===== src/rtl/mips_pkg.sv =====
// Purpose: shared types and MIPS32 encoding constants for the instruction encoder.
// Contents: mnemonic codes (mnem_t), opcode/funct values, encoder FSM states,
//           and small helpers that assemble R/I/J format words.
package mips_pkg;

  // Mnemonic codes as presented on the input stream; codes 23..31 are illegal.
  typedef enum logic [4:0] {
    M_ADD, M_SUB, M_AND, M_OR, M_SLT, M_JR,
    M_LW, M_SW, M_BEQ, M_BNE, M_ADDI, M_ORI, M_ANDI, M_XORI,
    M_SLTI, M_SLTIU, M_LH, M_LB, M_LBU, M_LUI, M_BLEZ, M_J, M_JAL
  } mnem_t;

  typedef enum logic [1:0] {S_IDLE, S_LOAD, S_DONE} state_t;

  // Primary opcodes
  localparam logic [5:0] OP_RTYPE = 6'b000000;
  localparam logic [5:0] OP_LW    = 6'b100011;
  localparam logic [5:0] OP_SW    = 6'b101011;
  localparam logic [5:0] OP_BEQ   = 6'b000100;
  localparam logic [5:0] OP_BNE   = 6'b000101;
  localparam logic [5:0] OP_ADDI  = 6'b001000;
  localparam logic [5:0] OP_ORI   = 6'b001101;
  localparam logic [5:0] OP_ANDI  = 6'b001100;
  localparam logic [5:0] OP_XORI  = 6'b001110;
  localparam logic [5:0] OP_SLTI  = 6'b001010;
  localparam logic [5:0] OP_SLTIU = 6'b001011;
  localparam logic [5:0] OP_LH    = 6'b100001;
  localparam logic [5:0] OP_LB    = 6'b100000;
  localparam logic [5:0] OP_LBU   = 6'b100100;
  localparam logic [5:0] OP_LUI   = 6'b001111;
  localparam logic [5:0] OP_BLEZ  = 6'b000110;
  localparam logic [5:0] OP_J     = 6'b000010;
  localparam logic [5:0] OP_JAL   = 6'b000011;

  // R-type funct codes
  localparam logic [5:0] FN_ADD = 6'b100000;
  localparam logic [5:0] FN_SUB = 6'b100010;
  localparam logic [5:0] FN_AND = 6'b100100;
  localparam logic [5:0] FN_OR  = 6'b100101;
  localparam logic [5:0] FN_SLT = 6'b101010;
  localparam logic [5:0] FN_JR  = 6'b001000;

  // R-type word; shamt is always zero for the supported set.
  function automatic logic [31:0] r_word(input logic [4:0] rs, input logic [4:0] rt,
                                         input logic [4:0] rd, input logic [5:0] fn);
    return {OP_RTYPE, rs, rt, rd, 5'd0, fn};
  endfunction

  function automatic logic [31:0] i_word(input logic [5:0] op, input logic [4:0] rs,
                                         input logic [4:0] rt, input logic [15:0] imm);
    return {op, rs, rt, imm};
  endfunction

  function automatic logic [31:0] j_word(input logic [5:0] op, input logic [25:0] tgt);
    return {op, tgt};
  endfunction

endpackage


===== src/rtl/instr_encoder_if.sv =====
// Purpose: instruction input stream plus instruction-memory write bus of the encoder.
// Ports: in_valid/in_ready handshake with mnem/rs/rt/rd/imm/target fields;
//        imem_we/imem_addr/imem_wd write strobe, word address and data.
interface instr_encoder_if #(
  parameter int AW = 6
);
  logic          in_valid;
  logic          in_ready;
  logic [4:0]    mnem;
  logic [4:0]    rs;
  logic [4:0]    rt;
  logic [4:0]    rd;
  logic [15:0]   imm;
  logic [25:0]   target;
  logic          imem_we;
  logic [AW-1:0] imem_addr;
  logic [31:0]   imem_wd;

  // Producer of symbolic instructions / consumer of memory writes.
  modport master (
    output in_valid, mnem, rs, rt, rd, imm, target,
    input  in_ready, imem_we, imem_addr, imem_wd
  );

  // The encoder itself.
  modport slave (
    input  in_valid, mnem, rs, rt, rd, imm, target,
    output in_ready, imem_we, imem_addr, imem_wd
  );
endinterface


===== src/rtl/instr_pack.sv =====
// Purpose: combinational map from mnemonic + fields to a 32-bit MIPS32 word.
// Ports: mnem_i/rs_i/rt_i/rd_i/imm_i/target_i in; word_o encoded word,
//        legal_o low for unknown mnemonic codes (word_o is then zero).
module instr_pack
  import mips_pkg::*;
(
  input  logic [4:0]  mnem_i,
  input  logic [4:0]  rs_i,
  input  logic [4:0]  rt_i,
  input  logic [4:0]  rd_i,
  input  logic [15:0] imm_i,
  input  logic [25:0] target_i,
  output logic [31:0] word_o,
  output logic        legal_o
);

  // Fields a format does not use are simply never routed into the word.
  always_comb begin
    word_o  = '0;
    legal_o = 1'b1;
    case (mnem_i)
      M_ADD:   word_o = r_word(rs_i, rt_i, rd_i, FN_ADD);
      M_SUB:   word_o = r_word(rs_i, rt_i, rd_i, FN_SUB);
      M_AND:   word_o = r_word(rs_i, rt_i, rd_i, FN_AND);
      M_OR:    word_o = r_word(rs_i, rt_i, rd_i, FN_OR);
      M_SLT:   word_o = r_word(rs_i, rt_i, rd_i, FN_SLT);
      M_JR:    word_o = r_word(rs_i, 5'd0, 5'd0, FN_JR);
      M_LW:    word_o = i_word(OP_LW, rs_i, rt_i, imm_i);
      M_SW:    word_o = i_word(OP_SW, rs_i, rt_i, imm_i);
      M_BEQ:   word_o = i_word(OP_BEQ, rs_i, rt_i, imm_i);
      M_BNE:   word_o = i_word(OP_BNE, rs_i, rt_i, imm_i);
      M_ADDI:  word_o = i_word(OP_ADDI, rs_i, rt_i, imm_i);
      M_ORI:   word_o = i_word(OP_ORI, rs_i, rt_i, imm_i);
      M_ANDI:  word_o = i_word(OP_ANDI, rs_i, rt_i, imm_i);
      M_XORI:  word_o = i_word(OP_XORI, rs_i, rt_i, imm_i);
      M_SLTI:  word_o = i_word(OP_SLTI, rs_i, rt_i, imm_i);
      M_SLTIU: word_o = i_word(OP_SLTIU, rs_i, rt_i, imm_i);
      M_LH:    word_o = i_word(OP_LH, rs_i, rt_i, imm_i);
      M_LB:    word_o = i_word(OP_LB, rs_i, rt_i, imm_i);
      M_LBU:   word_o = i_word(OP_LBU, rs_i, rt_i, imm_i);
      M_LUI:   word_o = i_word(OP_LUI, 5'd0, rt_i, imm_i);   // rs forced to 0
      M_BLEZ:  word_o = i_word(OP_BLEZ, rs_i, 5'd0, imm_i);  // rt forced to 0
      M_J:     word_o = j_word(OP_J, target_i);
      M_JAL:   word_o = j_word(OP_JAL, target_i);
      default: legal_o = 1'b0;
    endcase
  end

endmodule


===== src/rtl/instr_encoder.sv =====
// Purpose: encode a stream of symbolic MIPS32 instructions into consecutive imem words.
// Latency: one cycle from accepted transfer to imem_we pulse (registered word/address).
// Backpressure: in_ready only in LOAD, below DEPTH words, and while finish is low.
// Ports: clk/reset (sync, active-high); start/finish session control; bus = input
//        stream + imem write port; count words written; busy/done state; err sticky.
module instr_encoder
  import mips_pkg::*;
#(
  parameter int AW    = 6,
  parameter int DEPTH = 64
) (
  input  logic           clk,
  input  logic           reset,
  input  logic           start,
  input  logic           finish,
  instr_encoder_if.slave bus,
  output logic [AW:0]    count,
  output logic           busy,
  output logic           done,
  output logic           err
);

  localparam logic [AW:0] DEPTH_C = (AW+1)'(DEPTH);
  localparam logic [AW:0] ONE_C   = (AW+1)'(1);

  state_t        state_q, state_d;
  logic [AW:0]   count_q, count_d;
  logic [AW-1:0] addr_q, addr_d;
  logic [31:0]   wd_q, wd_d;
  logic          we_q, we_d;
  logic          err_q, err_d;

  logic [31:0]   pack_word;
  logic          pack_legal;
  logic          rdy;
  logic          xfer;
  logic          full;

  instr_pack u_pack (
    .mnem_i   (bus.mnem),
    .rs_i     (bus.rs),
    .rt_i     (bus.rt),
    .rd_i     (bus.rd),
    .imm_i    (bus.imm),
    .target_i (bus.target),
    .word_o   (pack_word),
    .legal_o  (pack_legal)
  );

  // count_q already includes a write that is still pending on the output
  // register, because it advances at the accepting edge; comparing it alone
  // against DEPTH is therefore the same as count + pending.
  assign full = (count_q >= DEPTH_C);
  assign rdy  = (state_q == S_LOAD) && !full && !finish;
  assign xfer = bus.in_valid && rdy;

  always_comb begin
    state_d = state_q;
    count_d = count_q;
    addr_d  = addr_q;
    wd_d    = wd_q;
    we_d    = 1'b0;
    err_d   = err_q;
    case (state_q)
      S_IDLE, S_DONE: begin
        if (start) begin
          state_d = S_LOAD;
          count_d = '0;
          addr_d  = '0;
          err_d   = 1'b0;
        end
      end
      S_LOAD: begin
        if (xfer) begin
          if (pack_legal) begin
            we_d    = 1'b1;
            addr_d  = count_q[AW-1:0];
            wd_d    = pack_word;
            count_d = count_q + ONE_C;
          end else begin
            // Illegal code is consumed but leaves no trace in memory.
            err_d = 1'b1;
          end
        end
        // A write already registered still pulses this cycle, so leaving LOAD
        // here never drops it; finish also holds in_ready low.
        if (finish || full) begin
          state_d = S_DONE;
        end
      end
      default: state_d = S_IDLE;
    endcase
  end

  always_ff @(posedge clk) begin
    if (reset) begin
      state_q <= S_IDLE;
      count_q <= '0;
      addr_q  <= '0;
      wd_q    <= '0;
      we_q    <= 1'b0;
      err_q   <= 1'b0;
    end else begin
      state_q <= state_d;
      count_q <= count_d;
      addr_q  <= addr_d;
      wd_q    <= wd_d;
      we_q    <= we_d;
      err_q   <= err_d;
    end
  end

  assign bus.in_ready  = rdy;
  assign bus.imem_we   = we_q;
  assign bus.imem_addr = addr_q;
  assign bus.imem_wd   = wd_q;
  assign count         = count_q;
  assign busy          = (state_q == S_LOAD);
  assign done          = (state_q == S_DONE);
  assign err           = err_q;

endmodule


===== src/flat_wrapper.sv =====
// flat-port wrapper written by rule: the top's interface ports become plain ports
module instr_encoder_flat import mips_pkg::*;
#(
  parameter int AW    = 6,
  parameter int DEPTH = 64
)
  (clk, reset, start, finish, count, busy, done, err, bus_in_valid, bus_mnem, bus_rs, bus_rt, bus_rd, bus_imm, bus_target, bus_in_ready, bus_imem_we, bus_imem_addr, bus_imem_wd);
  instr_encoder_if #(.AW(AW)) bus_i ();
  input  logic clk;
  input  logic reset;
  input  logic start;
  input  logic finish;
  output logic [AW:0] count;
  output logic busy;
  output logic done;
  output logic err;
  input wire logic [$bits(bus_i.in_valid)-1:0] bus_in_valid;
  input wire logic [$bits(bus_i.mnem)-1:0] bus_mnem;
  input wire logic [$bits(bus_i.rs)-1:0] bus_rs;
  input wire logic [$bits(bus_i.rt)-1:0] bus_rt;
  input wire logic [$bits(bus_i.rd)-1:0] bus_rd;
  input wire logic [$bits(bus_i.imm)-1:0] bus_imm;
  input wire logic [$bits(bus_i.target)-1:0] bus_target;
  output wire logic [$bits(bus_i.in_ready)-1:0] bus_in_ready;
  output wire logic [$bits(bus_i.imem_we)-1:0] bus_imem_we;
  output wire logic [$bits(bus_i.imem_addr)-1:0] bus_imem_addr;
  output wire logic [$bits(bus_i.imem_wd)-1:0] bus_imem_wd;
  assign bus_i.in_valid = bus_in_valid;
  assign bus_i.mnem = bus_mnem;
  assign bus_i.rs = bus_rs;
  assign bus_i.rt = bus_rt;
  assign bus_i.rd = bus_rd;
  assign bus_i.imm = bus_imm;
  assign bus_i.target = bus_target;
  assign bus_in_ready = bus_i.in_ready;
  assign bus_imem_we = bus_i.imem_we;
  assign bus_imem_addr = bus_i.imem_addr;
  assign bus_imem_wd = bus_i.imem_wd;
  instr_encoder #(.AW(AW), .DEPTH(DEPTH)) u_core (.clk(clk), .reset(reset), .start(start), .finish(finish), .bus(bus_i), .count(count), .busy(busy), .done(done), .err(err));
endmodule

===== config.mk =====
export PLATFORM = sky130hd
export DESIGN_NAME = instr_encoder_flat
export DESIGN_NICKNAME = d
export VERILOG_FILES = /design/src/rtl/mips_pkg.sv /design/src/rtl/instr_encoder_if.sv /design/src/rtl/instr_pack.sv /design/src/rtl/instr_encoder.sv /design/src/flat_wrapper.sv
export SDC_FILE = /design/constraint.sdc
export NUM_CORES = 1
export LEC_CHECK = 0
export CAP_MARGIN = 20
export CORE_UTILIZATION = 35
export CTS_BUF_LIST = sky130_fd_sc_hd__clkbuf_2
export DETAILED_ROUTE_END_ITERATION = 7
export PLACE_DENSITY = 0.71
export SLEW_MARGIN = 20
export SYNTH_ARGS = -nofsm -noshare
export SYNTH_HDL_FRONTEND = slang
export SYNTH_SLANG_ARGS = --single-unit

===== constraint.sdc =====
create_clock -name clk -period 2.9 [get_ports clk]
set_clock_uncertainty 0.1 [all_clocks]
set_input_delay 0.58 -clock clk [delete_from_list [all_inputs] [get_ports clk]]
set_output_delay 0.58 -clock clk [all_outputs]
set_load 0.02 [all_outputs]

# == After elaboration in Yosys (flattened, before gate mapping) ==
# Index checks and enable logic that the tools add are counted.
# word_totals
reg_bits,49
latchBits,0
ramBits,0
mem_bits_ro,0
in_bits,67
output_inout_bits,50
wordCells,73
mem_count,0
# op_classes
addsub,1
multipliers,0
div,0
magnitude_cmp,1
n_eq_ne,29
shifts,0
muxes,18
n_bitwise,2
n_reduce_logical,16
# op_table
op,n
32-bit one-hot mux with 23 select lines,1
5-bit by 4-bit equality test with 1-bit output (second input constant),8
5-bit equality test (second input constant),7
23-bit OR reduction,1
7-bit 2-to-1 mux,3
5-bit by 3-bit equality test with 1-bit output (second input constant),4
6-bit 2-to-1 mux,3
7-bit one-hot mux with 2 select lines,1
6-bit one-hot mux with 2 select lines,1
5-bit by 2-bit equality test with 1-bit output (second input constant),2
4-bit AND reduction,2
7-bit by 1-bit adder with 7-bit output (second input constant),1
7-bit greater-or-equal comparator (second input constant),1
2-bit by 1-bit != test with 1-bit output (second input constant),3
5-bit by 1-bit equality test with 1-bit output (second input constant),1
5-bit logical NOT,1
1-bit 2-to-1 mux,5
2-bit 2-to-1 mux,2
2-bit != test (second input constant),2
2-bit one-hot mux with 2 select lines,1
1-bit logical AND,3
3-bit AND reduction,1
3-bit OR reduction,1
2-bit by 1-bit equality test with 1-bit output (second input constant),1
other kinds (9),11

# == Logic depth before layout (Yosys ltp) ==
# depth
depth_word,7
depth_mapped,7
depth_no_buf,5

# == By module ==
# From an unflattened synthesis, not the netlist that was laid out.
# unflattened
hier_cells,349
hier_area_um2,2786.4
# by_module_without_submodules
module,n_inst,cells_per_inst,area_per_inst_um2
instr_encoder,1,242,2006.9
instr_pack,1,107,779.5

# == Worst setup path after synthesis ==
# OpenSTA, ideal clock, no wires.
# synth_path
path_type,input to register
startpoint,input finish
endpoint,register u_core.wd_q[21] (netlist: u_core.bus.imem_wd[21])
t_arrival_ps,2099
slack_ps,569
stages,7
path_cell_list,or4b_1 -> buf_2 -> inv_1 -> nand4_1 -> clkbuf_1 -> a221oi_1 -> nor3_1
# synth_via
elab_chain_len,4
# synth_rtl
item,line,rtl
"start, declared",flat_wrapper.sv:12,input logic finish;
1-bit logical NOT,instr_encoder.sv:54,assign rdy = (state_q == S_LOAD) && !full && !finish;
1-bit logical AND,instr_encoder.sv:54,
named net bus_in_ready,flat_wrapper.sv:24,output wire logic [$bits(bus_i.in_ready)-1:0] bus_in_ready;
1-bit logical AND,instr_encoder.sv:55,assign xfer = bus.in_valid && rdy;
3-bit AND reduction (no source line),-,
"end signal, assigned",instr_encoder.sv:107,wd_q <= wd_d;
"end, declared",instr_encoder.sv:29,"logic [31:0] wd_q, wd_d;"
# The timed path passes the listed nets, and every way through them passes these cells.
# A chain may end at the register's enable or synchronous reset.

# == Final worst setup path ==
# layout_path
startpoint,register u_core.state_q[1]
endpoint,output busy
# layout_via
elab_chain_len,1
# layout_rtl
item,line,rtl
"start, declared",instr_encoder.sv:26,"state_t state_q, state_d;"
"start signal, assigned",instr_encoder.sv:104,state_q <= state_d;
2-bit by 1-bit equality test with 1-bit output,instr_encoder.sv:118,assign busy = (state_q == S_LOAD);
"end, declared",flat_wrapper.sv:14,output logic busy;
# No other way between the ends.

==> flow_summary.json <==
{
  "status": "finished, violations left",
  "violations": "design-rule violations",
  "routed_wl_um": 7210,
  "clk_latency_ns": 0.41,
  "ios": 117,
  "slew_violations": 0,
  "synth_commonest_cells": "48 x dfxtp_1, 38 x nor2_1, 24 x nor3_1",
  "cts.sinks": 48,
  "yosysWarnings": 0,
  "rsz0062_at_grt": "no",
  "hp-class": "reg -> reg",
  "cp_top_family": "buffers and inverters",
  "hold_buffers": 0,
  "power-per-cell-area_nw_per_um2": 356,
  "die_y_um": 84.9,
  "synth_cells": 288,
  "critPathMaxFanout": 10,
  "synthTopCellsByArea": "dfxtp_1 40%, a221oi_1 6.5%, nor2_1 5.9%",
  "cellInternalPower_mw": 0.980,
  "arrival_ns": 1.90,
  "cts-htree-levels": 2,
  "place_ws_ns": 0.0334,
  "max_freq_mhz": 388,
  "cp_num_buf_inv": 2,
  "drtPass1Iterations": 8,
  "final_nets": 470,
  "cts_buffers": 5,
  "finalCriticalPeriod_ns": 2.58,
  "rows": 29,
  "pwr-share-comb": 0.229,
  "ys.flop_type": "dfxtp_1",
  "final_hold_viol_count": 0,
  "swShare": 0.268,
  "placedCellCount": 472,
  "irDropWorstVdd_v": 0.000196,
  "cts_setup_buffers": 0,
  "setup_slack_ns": 0.320,
  "clkSlewWorstSetupHoldPaths_ns": 0.21,
  "synth_top_area_cell": "dfxtp_1",
  "area_growth_pct": 56.4,
  "multi_input_area_um2": 1330,
  "yosysTopAreaCellShare": 0.399,
  "total_power_mw": 1.34,
  "async_reset_ff_frac": 0,
  "grt_pass1_wl_um": 11600,
  "fin_setup_tns_ns": 0,
  "drtAntennaViolNets": 0,
  "max_cap_violations": 0,
  "worstMarginPinSlew_ns": 0.875,
  "max_stage_delay_ns": 0.62,
  "cts-root-buf": "clkbuf_2",
  "cp_slowest_cell": "clkdlybuf4s50_1",
  "hold_depth": 2,
  "viasPerCell": 5.42,
  "cts_buffer_depth": 2,
  "dieWidth_um": 84.9,
  "pwr-share-clk": 0.259,
  "cts_tree": "built",
  "path_depth": 3,
  "crit_path_end_kind": "output pin",
  "required_ns": 2.22,
  "post-dp-hpwl_um": 5320,
  "period_share": 0.890,
  "yosysMostFrequentCell": "dfxtp_1",
  "antenna_found_initial": 0,
  "power_switching_mw": 0.358,
  "ys_seq_area_frac": 0.399,
  "fp.coreArea_um2": 6490,
  "seq_area_um2": 961,
  "start_kind": "flip-flop",
  "drt_iter0_markers": 110,
  "synth_edf_count": 0,
  "dieArea_um2": 7210,
  "crit_path_cell_trace": "nand2b_1 -> clkinv_1 -> clkdlybuf4s50_1",
  "place_area_um2": 3700,
  "final_area_um2": 3760,
  "grt_max_degree": 33,
  "setup_violations": 0,
  "syn_nets": 356,
  "io_buffer_count": 115,
  "ys_ff_latch": 48,
  "grt_overflow": 0,
  "finalNonFillerCells": 480,
  "slew_headroom": 0.417,
  "layout-drive-gt1-share": 0.0769,
  "fillerInstances": 594,
  "drc": 6,
  "pwr-share-seq": 0.512,
  "syn_avg_cell_area_um2": 8.36,
  "grt_pass1_vias": 2430,
  "vias": 2600,
  "crit_type": "reg -> out",
  "yosysUniqueCellTypes": 51,
  "syn_area_um2": 2410,
  "antenna_cells": 0,
  "reg2regPathDepth": 7,
  "grt_use_total": 0.200,
  "wire_per_inst_um": 15.0,
  "gp_congestion": 0.779,
  "start_util": 0.371,
  "p_leak_nw": 1.32
}
-- cell usage in the layout (no fill, tap or decap), drive strengths merged, types with 3 or more instances in the layout --
cell type	synthesis	routed
clkdlybuf4s50	0	113
dfxtp	48	48
nor2	38	38
nor3	24	24
buf	7	19
a21oi	18	18
a221oi	18	18
nand2	14	14
nand3	9	9
nor2b	9	9
a211oi	8	8
nand2b	8	8
o21ai	6	6
a222oi	5	5
clkbuf	19	5
o32ai	4	4
a22o	4	4
nand4b	3	3
a41oi	3	3
clkinv	1	3
-- timing repair --
item / 4_1_cts / 5_1_grt
gates resized for setup: 0 / 1
hold endpoints to repair: 0 / 0
setup endpoints to repair: 0 / 1
-- sequential cells by signal, summed over array words and instances (netlist names) --
register	cells
u_core.bus.imem_wd	31
u_core.bus.imem_addr	6
u_core.bus.imem_we	1
u_core.count	7
u_core.err	1
u_core.state_q	2
-- routing by layer --
| metal | track usage | wire length (um) | vias up |
|---|---|---|---|
| li1 | - | - | 1322 |
| met1 | 0.245 | 3110 | 1187 |
| met2 | 0.347 | 3520 | 84 |
| met3 | 0.0535 | 514 | 7 |
| met4 | 0.0524 | 58 | 0 |
| met5 | 0 | 0 | - |
-- power by group through the flow --
stage                     clock [mW]  sequential, mW  combinational [mW]
after floorplan                    0           0.713               0.125
after global placement             0           0.697               0.305
after detailed placement           0           0.697               0.307
after CTS                      0.365           0.685               0.309
after global routing           0.397           0.688               0.331
final                          0.347           0.685               0.307
-- worst paths after layout --
kind                                                            from                                   end  slack [ns]
worst max-delay path                  u_core.state_q[1]$_SDFFE_PP0P_                                  busy        0.32
worst min-delay path            u_core.bus.imem_addr[2]$_SDFFE_PP0P_  u_core.bus.imem_addr[2]$_SDFFE_PP0P_        0.37
worst max register to register          u_core.count[6]$_SDFFE_PP0P_   u_core.bus.imem_wd[15]$_SDFFE_PP0P_        0.72
worst min register to register  u_core.bus.imem_addr[2]$_SDFFE_PP0P_  u_core.bus.imem_addr[2]$_SDFFE_PP0P_        0.37
-- stage by stage --
stage                     hold slack [ns]   util
after floorplan                     0.430      -
after global placement              0.338  0.570
after detailed placement            0.343  0.570
after CTS                           0.368  0.579
after global routing                0.396  0.580
final                               0.367  0.580
-- cells by family (layout without fill, tap and decap cells) --
logic type,count (synthesis),in the layout,share of synthesized area
AND/OR/NAND/NOR,124,124,0.268
AO/OA/AOI/OAI,81,81,0.259
buffers and inverters,29,144,0.0504
flip-flops,48,48,0.399
adder cells (fa/ha/maj),2,2,0.00935
XOR/XNOR,1,1,0.00364
multiplexers,2,2,0.00832
other,1,1,0.00156
-- final cells by class --
cell class | instances | area share
Clock buffer | 5 | 0.00665
Timing Repair Buffer | 133 | 0.348
Clock inverter | 3 | 0.00997
Sequential cell | 48 | 0.255
Multi-Input combinational cell | 211 | 0.352
Tap cell | 77 | 0.0256
Inverter | 3 | 0.00299
-- worst reg2reg max path, cell delays in order (launching register included) --
cell      delay, ns
dfxtp_1        0.38
or4b_1         0.55
buf_4          0.18
nor4_4         0.33
buf_4          0.21
buf_12         0.13
nor2_1         0.04
a211oi_1       0.21
(Power assumes the default switching activity.)
